--- src/rtl/otter_hazard_ctrl.sv ---
// OTTER hazard unit: FREEZE/flush/STALL control, shadow rd tracking, stall counter.
// Define OTTER_HAZARD_FWD_EN for EX/WB forwarding selects with load-use-only stalls.
module otter_hazard_ctrl #(
    parameter int STALL_CNT_W = 16
) (
    input  logic                   CLK,
    input  logic                   RESET_N,
    input  logic [4:0]             de_rs1_addr,
    input  logic [4:0]             de_rs2_addr,
    input  logic                   de_rs1_used,
    input  logic                   de_rs2_used,
    input  logic [4:0]             de_rd_addr,
    input  logic                   de_regWrite,
    input  logic                   de_memRead,
    input  logic                   ex_branch_taken,
    input  logic                   mem_busy,
    output logic                   pc_write,
    output logic                   if_de_write,
    output logic                   de_ex_write,
    output logic                   ex_mem_write,
    output logic                   mem_wb_write,
    output logic                   if_de_flush,
    output logic                   de_ex_flush,
    output logic [1:0]             fwd_a_sel,
    output logic [1:0]             fwd_b_sel,
    output logic [STALL_CNT_W-1:0] stall_cnt
);

    typedef enum logic [1:0] {RUN, STALL, FREEZE} mode_t;

    typedef struct packed {
        logic [4:0] rd;
        logic       wr;
        logic       ld;
    } shadow_t;

    // index 0 = EX, 1 = MEM, 2 = WB
    shadow_t sh [3];
    shadow_t de_ent;
    mode_t   mode;
    logic    hz1;
    logic    hz2;
    logic    hazard;

    assign de_ent = '{rd: de_rd_addr, wr: de_regWrite, ld: de_memRead};

`ifdef OTTER_HAZARD_FWD_EN
    assign hz1 = de_rs1_used && (de_rs1_addr != 5'd0)
              && sh[0].ld && (sh[0].rd == de_rs1_addr);
    assign hz2 = de_rs2_used && (de_rs2_addr != 5'd0)
              && sh[0].ld && (sh[0].rd == de_rs2_addr);
`else
    assign hz1 = de_rs1_used && (de_rs1_addr != 5'd0)
              && ((sh[0].wr && (sh[0].rd == de_rs1_addr))
               || (sh[1].wr && (sh[1].rd == de_rs1_addr)));
    assign hz2 = de_rs2_used && (de_rs2_addr != 5'd0)
              && ((sh[0].wr && (sh[0].rd == de_rs2_addr))
               || (sh[1].wr && (sh[1].rd == de_rs2_addr)));
`endif

    assign hazard = hz1 | hz2;

    // a taken branch outranks a hazard: the stalled instruction is discarded anyway
    always_comb begin
        mode = RUN;
        if (mem_busy)
            mode = FREEZE;
        else if (!ex_branch_taken && hazard)
            mode = STALL;
    end

    always_comb begin
        pc_write     = 1'b0;
        if_de_write  = 1'b0;
        de_ex_write  = 1'b0;
        ex_mem_write = 1'b0;
        mem_wb_write = 1'b0;
        if_de_flush  = 1'b0;
        de_ex_flush  = 1'b0;
        if (RESET_N) begin
            unique case (mode)
                RUN: begin
                    pc_write     = 1'b1;
                    if_de_write  = 1'b1;
                    de_ex_write  = 1'b1;
                    ex_mem_write = 1'b1;
                    mem_wb_write = 1'b1;
                    if_de_flush  = ex_branch_taken;
                    de_ex_flush  = ex_branch_taken;
                end
                STALL: begin
                    de_ex_write  = 1'b1;
                    ex_mem_write = 1'b1;
                    mem_wb_write = 1'b1;
                    de_ex_flush  = 1'b1;
                end
                FREEZE: ;
                default: ;
            endcase
        end
    end

    always_ff @(posedge CLK or negedge RESET_N) begin
        if (!RESET_N) begin
            for (int i = 0; i < 3; i++)
                sh[i] <= '0;
            stall_cnt <= '0;
        end else begin
            if (de_ex_write)
                sh[0] <= de_ex_flush ? shadow_t'('0) : de_ent;
            if (ex_mem_write)
                sh[1] <= sh[0];
            if (mem_wb_write)
                sh[2] <= sh[1];
            if (!pc_write && (stall_cnt != '1))
                stall_cnt <= stall_cnt + STALL_CNT_W'(1);
        end
    end

`ifdef OTTER_HAZARD_FWD_EN
    logic [1:0] fa_q;
    logic [1:0] fb_q;

    function automatic logic [1:0] src_sel(
        input logic [4:0] rs,
        input shadow_t    ex,
        input shadow_t    mem
    );
        if (rs == 5'd0)
            return 2'b00;
        if (ex.wr && (ex.rd == rs))
            return 2'b01;
        if (mem.wr && (mem.rd == rs))
            return 2'b10;
        return 2'b00;
    endfunction

    // a bubble entering EX carries no forwarding
    always_ff @(posedge CLK or negedge RESET_N) begin
        if (!RESET_N) begin
            fa_q <= 2'b00;
            fb_q <= 2'b00;
        end else if (de_ex_write) begin
            fa_q <= de_ex_flush ? 2'b00 : src_sel(de_rs1_addr, sh[0], sh[1]);
            fb_q <= de_ex_flush ? 2'b00 : src_sel(de_rs2_addr, sh[0], sh[1]);
        end
    end

    assign fwd_a_sel = fa_q;
    assign fwd_b_sel = fb_q;
`else
    assign fwd_a_sel = 2'b00;
    assign fwd_b_sel = 2'b00;
`endif

endmodule

--- config.mk ---
export PLATFORM = sky130hd
export DESIGN_NAME = otter_hazard_ctrl
export DESIGN_NICKNAME = d
export VERILOG_FILES = /design/src/rtl/otter_hazard_ctrl.sv
export SDC_FILE = /design/constraint.sdc
export NUM_CORES = 1
export LEC_CHECK = 0
export ABC_AREA = 1
export BUFFER_PORTS_ARGS = -buffer_cell sky130_fd_sc_hd__buf_2
export CORE_AREA = 4 4 66 68
export DETAILED_ROUTE_END_ITERATION = 8
export DIE_AREA = 0 0 70 72
export GPL_TIMING_DRIVEN = 1
export PLACE_DENSITY_LB_ADDON = 0.25
export REMOVE_ABC_BUFFERS = 1
export SLEW_MARGIN = 10
export SYNTH_ARGS = -nofsm -noshare
export SYNTH_HDL_FRONTEND = slang
export SYNTH_SLANG_ARGS = --single-unit
--- constraint.sdc ---
create_clock -name CLK -period 2.33 [get_ports CLK]
set_input_delay 0.466 -clock CLK [delete_from_list [all_inputs] [get_ports CLK]]
set_output_delay 0.466 -clock CLK [all_outputs]
set_load 0.1 [all_outputs]
* Word-level counts from Yosys, hierarchy flattened
Cells that the tools add are included.
** Operators by class
- Reductions and logical operators :: 18
- Mux-type cells :: 11
- Equality and inequality tests :: 6
- Bitwise gates (word level) :: 1
- Add/subtract/negate cells :: 1
** Operators by type and width (number)
- 5-bit == test :: 4
- 16-bit by 1-bit adder with 16-bit output (second input constant) :: 1
- 16-bit inequality test (second input constant) :: 1
- 1-bit logical AND :: 10
- 5-bit nonzero test :: 2
- 1-bit 2-to-1 mux :: 8
- 7-bit 2-to-1 mux :: 1
- 2-bit by 1-bit == test with 1-bit output (second input constant) :: 1
- 1-bit logical NOT :: 2
- 2-bit logical NOT :: 1
- 1-bit logical OR :: 2
- 2-bit 2-to-1 mux :: 1
- 1-bit one-hot mux with 2 select lines :: 1
- 2-bit OR reduction :: 1
- 1-bit OR :: 1
** Word-level totals
- Register bits :: 28
- Input port bits :: 23
- Word-level logic and storage cells :: 42

* Longest topological paths before layout
Gate-level depths: netlist of the first run.
- Depth after elaboration :: 13
- Gate-level depth with buffers :: 12
- Gate-level depth less buffers :: 11

* Worst setup path after synthesis of the first run
No wires, ideal clock.
- Path kind :: in2out
- From :: in RESET_N
- To :: out pc_write
- Required time :: 1864 ps
- Arrival time :: 3830 ps
- Stages :: 8
- Path slack :: -1966 ps
- Cell sequence :: inv_1 -> nor2_1 -> inv_2 -> nor2_1 -> inv_2 -> buf_1 -> nand2_1 -> buf_4
** On the way
- Longest elaborated chain between the ends :: 1
** Ends and longest elaborated chain
- from (decl) :: RTL line 7 : input logic RESET_N,
- 1-bit 2-to-1 mux
- to (decl) :: RTL line 17 : output logic pc_write,
Every way passes these cells.

* Worst setup path after layout of the first run
- From :: reg sh[16] in the netlist's numbering
- To :: out de_ex_flush
** On the way
- Longest elaborated chain between the ends :: 11
** Ends and longest elaborated chain
- from (decl) :: RTL line 38 : shadow_t sh [3];
- 5-bit == test, on equally long branches :: RTL line 54, 57
- 1-bit logical AND, on equally long branches :: RTL line 54, 57
- 1-bit logical OR, on equally long branches :: RTL line 55, 58
- 1-bit logical AND, on equally long branches :: RTL line 54, 57
- 1-bit OR (*) :: RTL line 61 : assign hazard = hz1 | hz2;
- 1-bit logical AND (*) :: RTL line 68 : else if (!ex_branch_taken && hazard)
- 1-bit 2-to-1 mux (*) :: RTL line 68
- 2-bit 2-to-1 mux (*) :: RTL line 66 : if (mem_busy)
- 2-bit by 1-bit == test with 1-bit output or 2-bit logical NOT (tied branches) :: RTL line 81 : unique case (mode)
- 1-bit one-hot mux with 2 select lines (*) :: RTL line 81
- 1-bit 2-to-1 mux (*) :: RTL line 80 : if (RESET_N) begin
- to (decl) :: RTL line 23 : output logic de_ex_flush,
Mark *: on every way between the ends. The rest lies on a longest branch, timed or not.

==> reports/qor.txt, run 1 <==
Vias per cell - 4.97
Max Freq - 457 MHz
Status - finished, final reports clean
Clk buf depth - 2
Final Cycle Share - 94.0%
Root buf cell - clkbuf_8
Total number of vias - 1865
Ant. Diodes - 0
#FFs+latches synth - 28
Static Leak - 0.00127 uW
Met2 global-route usage - 33.5%
Setup CP Type - reg2out
Layout cells sized above 1 - 19.4%
Crit. End Element - output port
Starting Density - 49.7%
Final core utilization - 59.6%
# IOs - 50
Final WL - 4.41 mm
Logic pwr share - 47.9%
Total GRT Usage - 18.1%
WP data arrival - 1.72 ns
Rel. slew slack - 61.0%
Most common cell after layout, fill and taps aside - nand2_1
1st-pass router iterations - 4
Crit Path Max Fanout - 5
Post-detail-place hpwl - 3.35 mm
Element type at the critical path start - flip-flop
Hold buffer count at CTS - 0
Final net count - 351
Setup Fix Bufs, Post-CTS - 0
Post_cts resized - 0
Max-cap violations - 0
Worst Max-Slew Pin Slew - 0.585 ns
Reg clk slew, reported paths - 0.09 ns
Worst-skew pair later-pin latency - 0.27 ns
Number of global-route vias before repair - 1740
Peak VDD IR - 672 uV
CP Data Required Time - 1.86 ns
Met1 GRT Util - 21.9%
Worst hold path type - in2async
Worst hold margin - 0.208 ns
Antenna Nets Post-Route - 0
Post-synthesis instance total - 284
Post-DR wirelength/cell - 11.8 um
Chip Height - 72 um
First-pass GRT wire length - 7.55 mm
Deepest level of the CTS H-tree - 1
Sink Count - 28
Yosys warnings - 0
CTS tree - done
Grt peak-use layer - met2
Post-synthesis sequential area ratio - 36.6%
Buffers on Ports - 44
Floorplan core area - 3860 sq um
Net Sw Frac - 49.8%
Initial antenna violation count - 0
Most frequent cells in the layout - nand2_1 (112), buf_2 (37), dfrtp_1 (28)
Starting DRT DRC Count - 154
Power Density - 763 nW/um^2
Pwr Total - 1750 uW
Crit path time final - 2.19 ns
Die X-Extent - 70 um
Mapped Avg Cell Area - 6.75 sq um
Internal cell power - 881 uW
Hold Vio Cnt, Final - 0
Rows - 23
Setup TNS - 0 ns
Clock power share - 14.4%
Sw power - 873 uW
Met3 Use GR - 2.08%
DR DRC count - 0
Die area - 5040 sq um
Seq pwr share - 37.8%
Largest net degree at the start of global routing - 29
Clock skew - 0.00297 ns
Number of distinct library cells after synthesis - 27
Max-slew violation count - 0
Final setup vio count - 0
Post-Syn Area - 1920 sq um
Total gr overflow - 0
Syn-to-layout area delta - 19.9%
Num CTS Buffers - 3
RSZ-0062 raised after global routing - no
GPL Wtd Cong - 0.910
-- power by group through the flow --
stage	logic [uW]	clock network [uW]	registers, uW
2_1_floorplan	335	0	992
3_5_place_dp	843	0	671
5_1_grt	896	291	683
4_1_cts	845	270	662
6_report	839	252	662
3_3_place_gp	835	0	671
-- registers in the layout (all words and copies together) (netlist names) --
register   flops
stall_cnt     16
sh            12
-- cell type report --
type,count,area (sq um)
fill,389,1560
multi-input combinational,212,1000
timing repair buffer,50,370
sequential,28,701
tap,50,62.6
inverter,32,120
clock buffer,3,41.3
-- per-layer routing --
metal | vias to the layer above | routed length [um]
li1 | 978 | -
met1 | 852 | 1810
met2 | 29 | 2370
met3 | 6 | 178
met4 | 0 | 56
met5 | - | 0
-- cells in the mapped netlist, drive strengths merged --
master / count / area share [%]
a31oi: 1 / 0.33
buf: 12 / 4.8
clkbuf: 3 / 0.59
conb: 1 / 0.20
dfrtp: 28 / 37
ha: 1 / 0.65
inv: 32 / 6.3
nand2: 112 / 22
nand3: 14 / 4.6
nand4: 21 / 6.9
nor2: 27 / 5.7
nor3: 1 / 0.26
nor3b: 1 / 0.39
o21ai: 10 / 2.6
o22ai: 6 / 2.0
or3: 1 / 0.33
xnor2: 6 / 2.7
xor2: 7 / 3.2
-- path summary, 6_finish.rpt --
check,from,endpoint,slack [ns],cells past startpoint
worst max-delay path,sh[16],de_ex_flush,0.14,9
worst max register to register,stall_cnt[0],stall_cnt[3],0.16,8
worst min register to register,sh[18],sh[11],0.54,2
worst min-delay path,RESET_N,sh[13],0.21,2
max in group asynchronous,RESET_N,stall_cnt[5],1.85,2
min in group CLK,de_rd_addr[0],sh[16],0.45,3
-- stage by stage --
stage / setup WS (ns) / instances / instance area, sq um
after floorplan: -6.45 / 272 / 1820
after global placement: 0.196 / 372 / 2260
after detailed placement: 0.171 / 372 / 2260
after CTS: 0.147 / 375 / 2300
after global routing: 0.00706 / 375 / 2300
final: 0.140 / 375 / 2300
-- kinds of logic (layout without fill, tap and decap cells) --
logic type	count (synthesis)	in the layout	share of synthesized area, %
adders and majority gates	1	1	0.653
DFF	28	28	36.6
other	1	4	0.196
AOI/OAI and AO/OA	17	17	4.90
and+or+nand+nor	177	177	40.0
buffers and inverters	47	85	11.7
xor gates and xnor gates	13	13	5.94
-- critical path, cell delays in order, from the launching register on --
cell	delay, ns
dfrtp_1	0.42
inv_1	0.08
nand2_1	0.06
nand2_1	0.05
nor2_1	0.11
nand3_1	0.08
nand2_1	0.07
nand2_1	0.08
a31oi_1	0.29
buf_12	0.22
Note: power is estimated with default switching activity, not from simulation.
==> run 2, diff against run 1 <==
--- a/config.mk
+++ b/config.mk
@@ -7,9 +7,9 @@
 export LEC_CHECK = 0
 export ABC_AREA = 1
 export BUFFER_PORTS_ARGS = -buffer_cell sky130_fd_sc_hd__buf_2
-export CORE_AREA = 4 4 66 68
+export CORE_AREA = 4 4 77 58
 export DETAILED_ROUTE_END_ITERATION = 8
-export DIE_AREA = 0 0 70 72
+export DIE_AREA = 0 0 81 62
 export GPL_TIMING_DRIVEN = 1
 export PLACE_DENSITY_LB_ADDON = 0.25
 export REMOVE_ABC_BUFFERS = 1
==> reports/qor.txt, run 2 (synthesis gave the netlist of run 1 again) <==
Final net count - 352
Worst hold margin - 0.206 ns
Most frequent cells in the layout - nand2_1 (111), buf_2 (37), dfrtp_1 (27)
CP max-delay cell - dfrtp_2
WP data arrival - 1.69 ns
Rows - 19
Worst-skew pair later-pin latency - 0.27 ns
Crit-path cells - inv_2, nand2_1, nand2_1, nor2_1, nand3_1, nand2_1, nand2_1, a31oi_2, buf_12
Post_cts resized - 0
Final Cycle Share - 92.7%
Crit. End Element - output port
R2r setup slk - 0.20 ns
Reg clk slew, reported paths - 0.09 ns
Layout Cells excl Fill - 378
DR DRC count - 0
Num CTS Buffers - 3
Total gr overflow - 0
Largest net degree at the start of global routing - 29
Worst Reg-to-Reg Cells - 8
Ant. Diodes - 0
Final worst slack - 0.171 ns
Max-cap violations - 0
Max Freq - 463 MHz
Deepest level of the CTS H-tree - 1
Final setup vio count - 0
GPL Wtd Cong - 0.907
Critical Path Max Stage Delay - 0.42 ns
Worst hold path type - in2async
Sink Count - 28
Pre-CTS setup slack - 0.234 ns
Biggest register - stall_cnt
Starting Density - 51.0%
Chip Height - 62 um
CTS tree - done
Hold Vio Cnt, Final - 0
Crit path time final - 2.16 ns
Element type at the critical path start - flip-flop
Die X-Extent - 81 um
Clk buf depth - 2
CP Data Required Time - 1.86 ns
Worst setup path startpoint - sh[19]
Hold buffer count at CTS - 0
Root buf cell - clkbuf_8
Layout cells sized above 1 - 20.6%
Biggest regs - stall_cnt: 16 flops, sh: 12 flops
Floorplan core area - 3760 sq um
Setup Fix Bufs, Post-CTS - 0
Status - finished, final reports clean
Largest register FFs - 16
Vias per cell - 5.07
Inst Count DP - 375
Buffers on Ports - 44
FF-to-FF End - stall_cnt[14]
# IOs - 50
Power Density - 766 nW/um^2
Static Leak - 0.00127 uW
Most common cell after layout, fill and taps aside - nand2_1
Starting DRT DRC Count - 106
R2R Path Start - stall_cnt[0]
Clock skew - 0.00278 ns
Post-DR wirelength/cell - 12.4 um
Setup crit end - de_ex_flush
Syn-to-layout area delta - 21.0%
Crit Path Max Fanout - 4
RSZ-0062 raised after global routing - no
First-pass GRT wire length - 7.60 mm
Final core utilization - 61.7%
CP dominant cell by count - nand2_1
Number of global-route vias before repair - 1621
Die area - 5020 sq um
1st-pass router iterations - 5
Final WL - 4.67 mm
Initial antenna violation count - 0
Total number of vias - 1917
Peak VDD IR - 945 uV
Setup TNS - 0 ns
Number of fill cells in the layout - 380
Post-detail-place hpwl - 3.56 mm
Antenna Nets Post-Route - 0
Total GRT Usage - 19.6%
Setup CP Type - reg2out
Max-slew violation count - 0
run 2: per-stage QoR:
step | cell area, sq um | total power [uW]
floorplan | 1820 | 1330
global placement | 2270 | 1510
detailed placement | 2270 | 1530
CTS | 2310 | 1780
global route | 2320 | 1880
finish | 2320 | 1780
run 2: power breakdown:
part           switching [uW]  internal, uW  total, uW  leakage [uW]
clock                     143           116        259     0.0000216
sequential                105           565        670      0.000365
combinational             645           202        847      0.000882
total                     892           884       1780       0.00127
run 2: layer usage:
| metal | GRT usage [%] | wire [um] | vias to the layer above | share of wire (%) |
|---|---|---|---|---|
| li1 | - | - | 981 | - |
| met1 | 30.8 | 2460 | 878 | 53 |
| met2 | 27.6 | 1890 | 56 | 40 |
| met3 | 4.03 | 314 | 2 | 6.7 |
| met4 | 3.61 | 4 | 0 | 0.086 |
| met5 | 0 | 0 | - | 0 |
run 2: critical path, delay by kind of cell, from the launching register on:
| kind | cells | cell delay (ns) |
|---|---|---|
| compound gates | 1 | 0.25 |
| simple gates | 6 | 0.48 |
| buf+inv | 2 | 0.27 |
| flops | 1 | 0.42 |
run 2: worst min-delay path by stage:
| stage | cells after the start | start | end |
|---|---|---|---|
| 2_1_floorplan | 0 | RESET_N | sh[10] |
| 3_3_place_gp | 2 | RESET_N | sh[20] |
| 3_5_place_dp | 2 | RESET_N | sh[13] |
| 4_1_cts | 2 | RESET_N | sh[13] |
| 5_1_grt | 2 | RESET_N | sh[13] |
| 6_report | 2 | RESET_N | sh[20] |
run 2: final cells by class:
cell class	count	area [sq um]	area share [%]
Clock buffer	3	41.3	1.78
Inverter	32	120	5.18
Multi-Input combinational cell	212	1010	43.6
Sequential cell	28	702	30.3
Tap cell	52	65.1	2.81
Timing Repair Buffer	51	378	16.3
==> run 3, diff against run 2 <==
--- a/config.mk
+++ b/config.mk
@@ -5,14 +5,16 @@
 export SDC_FILE = /design/constraint.sdc
 export NUM_CORES = 1
 export LEC_CHECK = 0
-export ABC_AREA = 1
 export BUFFER_PORTS_ARGS = -buffer_cell sky130_fd_sc_hd__buf_2
-export CORE_AREA = 4 4 77 58
+export CELL_PAD_IN_SITES_DETAIL_PLACEMENT = 1
+export CELL_PAD_IN_SITES_GLOBAL_PLACEMENT = 1
+export CORE_AREA = 4 4 83 62
 export DETAILED_ROUTE_END_ITERATION = 8
-export DIE_AREA = 0 0 81 62
+export DIE_AREA = 0 0 87 66
 export GPL_TIMING_DRIVEN = 1
 export PLACE_DENSITY_LB_ADDON = 0.25
 export REMOVE_ABC_BUFFERS = 1
+export SKIP_CTS_REPAIR_TIMING = 1
 export SLEW_MARGIN = 10
 export SYNTH_ARGS = -nofsm -noshare
 export SYNTH_HDL_FRONTEND = slang
==> reports/qor.txt, run 3 <==
Total number of vias - 1475
RSZ-0062 raised after global routing - yes
Status - complete, but fails checks
Crit. End Element - output port
Total GRT Usage - 17.3%
Met2 global-route usage - 30.2%
CTS tree - done
Post-synth top area cell - dfrtp_1
Chip Height - 66 um
Max-slew violation count - 0
Setup CP Type - reg2out
Clk buf depth - 2
Root buf cell - clkbuf_8
Inst Count DP - 272
Number of synthesized flops with an enable pin - 0
Number of distinct library cells after synthesis - 31
Sw power - 1100 uW
Final net count - 255
Delay-heaviest family, CP - compound AO/OA/AOI/OAI gates
Largest register FFs - 16
Peak VDD IR - 974 uV
Rows - 20
Post-synthesis sequential area ratio - 44.9%
GPL Wtd Cong - 0.981
Top post-synthesis cells by area - dfrtp_1 (45%), xor2_1 (13%), xnor2_1 (5.6%)
Floorplan core area - 4280 sq um
Seq pwr share - 31.5%
Net Sw Frac - 50.3%
Internal cell power - 1080 uW
Syn-to-layout area delta - 45.7%
Mapped Avg Cell Area - 9.81 sq um
Layout cells sized above 1 - 41.7%
Met3 Use GR - 3.86%
Worst hold path type - in2async
Post-detail-place hpwl - 3.80 mm
Die area - 5740 sq um
# IOs - 50
Grt peak-use layer - met2
Yosys warnings - 0
Crit path buf inv count - 3
Failing checks - setup timing
Post-DR wirelength/cell - 19.2 um
Post-Syn Area - 1560 sq um
Main synth FF type - dfrtp_1
Clock power share - 18.1%
Most common cell after layout, fill and taps aside - buf_2
Adder-cell share of the synthesized area - 0.803%
Most common cell in the netlist - dfrtp_1
Die X-Extent - 87 um
Worst-skew pair later-pin latency - 0.29 ns
Hold Vio Cnt, Final - 0
Crit-path cells - buf_4, xor2_1, nor4_1, a32oi_1, o22ai_2, a21o_1, inv_2, buf_12
Layout Cells excl Fill - 285
Rel. slew slack - 40.4%
Crit Path Max Fanout - 4
Clock skew - 0.00801 ns
1st-pass router iterations - 4
#FFs+latches synth - 28
Post-synthesis compound-gate area fraction - 7.14%
Logic pwr share - 50.3%
Synth top area share - 44.9%
Final Cycle Share - 109%
CP max-delay cell - dfrtp_1
Max Freq - 394 MHz
Met1 GRT Util - 22.1%
Buffers on Ports - 44
Async set-reset flop share out of synthesis - 100%
Post-Synth Simple-Gate Area - 21.0%
Antenna Nets Post-Route - 0
CP Data Required Time - 1.86 ns
Sink Count - 28
Initial antenna violation count - 0
Element type at the critical path start - flip-flop
Final WL - 5.48 mm
Pwr Total - 2180 uW
Biggest regs - stall_cnt: 16 flops, sh: 12 flops
Vias per cell - 5.18
Largest family of logic cells by synthesized area - simple AND/OR/NAND/NOR gates
DR DRC count - 0
Starting Density - 36.4%
Number of global-route vias before repair - 1541
Largest net degree at the start of global routing - 29
Commonest cells post-synth - dfrtp_1 (28), xor2_1 (24), nand2_1 (21)
Max-cap violations - 0
Worst Max-Slew Pin Slew - 0.888 ns
Post-synthesis instance total - 159
Static Leak - 0.00116 uW
Power Density - 959 nW/um^2
Ant. Diodes - 0
First-pass GRT wire length - 7.69 mm
Reg clk slew, reported paths - 0.10 ns
Starting DRT DRC Count - 36
Critical Path Max Stage Delay - 0.41 ns
Post-Synth XOR/XNOR Area - 19.1%
Biggest register - stall_cnt
Final worst slack - -0.210 ns
Num CTS Buffers - 3
Final setup vio count - 3
Crit path time final - 2.54 ns
Post-synthesis mux area share - 0.722%
Most frequent cells in the layout - buf_2 (38), buf_4 (28), dfrtp_1 (27)
WP data arrival - 2.07 ns
Total gr overflow - 0
Deepest level of the CTS H-tree - 1
## run 3: cell types whose count changed after synthesis, moves of 6 or more
cell / before / now
nand2_1: 112 / 21
nor2_1: 26 / 6
inv_1: 25 / 6
nand4_1: 21 / 2
xor2_1: 7 / 24
nor3_1: 1 / 9
inv_2: 7 / 0
a22o_1: 0 / 6
## run 3: path summary, 6_finish.rpt
path,from,to,slack [ns],depth (start not counted)
max,sh[13],if_de_write,-0.21,8
min,RESET_N,sh[15],0.20,2
max reg2reg,stall_cnt[12],stall_cnt[1],0.03,7
min reg2reg,stall_cnt[11],stall_cnt[11],0.49,1
max in group asynchronous,RESET_N,sh[16],1.83,2
min in group CLK,de_rd_addr[0],sh[16],0.40,2
## run 3: cells by family (layout without fill, tap and decap cells)
| kind of cell | Yosys count | in the layout |
|---|---|---|
| other | 1 | 4 |
| multiplexers | 1 | 1 |
| AO/OA/AOI/OAI | 14 | 14 |
| buffers and inverters | 16 | 84 |
| XOR/XNOR | 34 | 34 |
| adder cells (fa/ha/maj) | 1 | 1 |
| flip-flops | 28 | 28 |
| AND/OR/NAND/NOR | 64 | 64 |
## run 3: through the flow
| stage | setup TNS [ns] | hold slack, ns | utilization [%] | cell area, sq um | worst slack [ns] |
|---|---|---|---|---|---|
| 2_1_floorplan | -15.78 | 0.170 | - | 1500 | -0.831 |
| 3_3_place_gp | -1.25 | 0.471 | 47.9 | 2050 | -0.187 |
| 3_5_place_dp | -2.23 | 0.481 | 47.9 | 2050 | -0.254 |
| 4_1_cts | -1.58 | 0.219 | 49.6 | 2120 | -0.457 |
| 5_1_grt | -1.14 | 0.228 | 53.1 | 2270 | -0.313 |
| 6_report | -0.622 | 0.197 | 53.1 | 2270 | -0.210 |
## run 3: per-layer routing
metal,share of wire (%),vias up
li1,-,675
met1,42,740
met3,4.5,10
met5,0,-
met4,1.4,0
met2,52,50
## run 3: final cells by class
cell class	count	area, sq um
Clock buffer	3	41.3
Clock inverter	1	30.0
Fill cell	491	2010
Inverter	6	22.5
Multi-Input combinational cell	118	856
Sequential cell	28	702
Tap cell	55	68.8
Timing Repair Buffer	74	552
## run 3: power groups by stage
stage | clock network, uW | logic (uW) | registers (uW)
5_1_grt | 417 | 1140 | 700
3_3_place_gp | 0 | 1010 | 677
4_1_cts | 396 | 1050 | 679
3_5_place_dp | 0 | 1040 | 687
6_report | 395 | 1100 | 688
2_1_floorplan | 0 | 271 | 1160
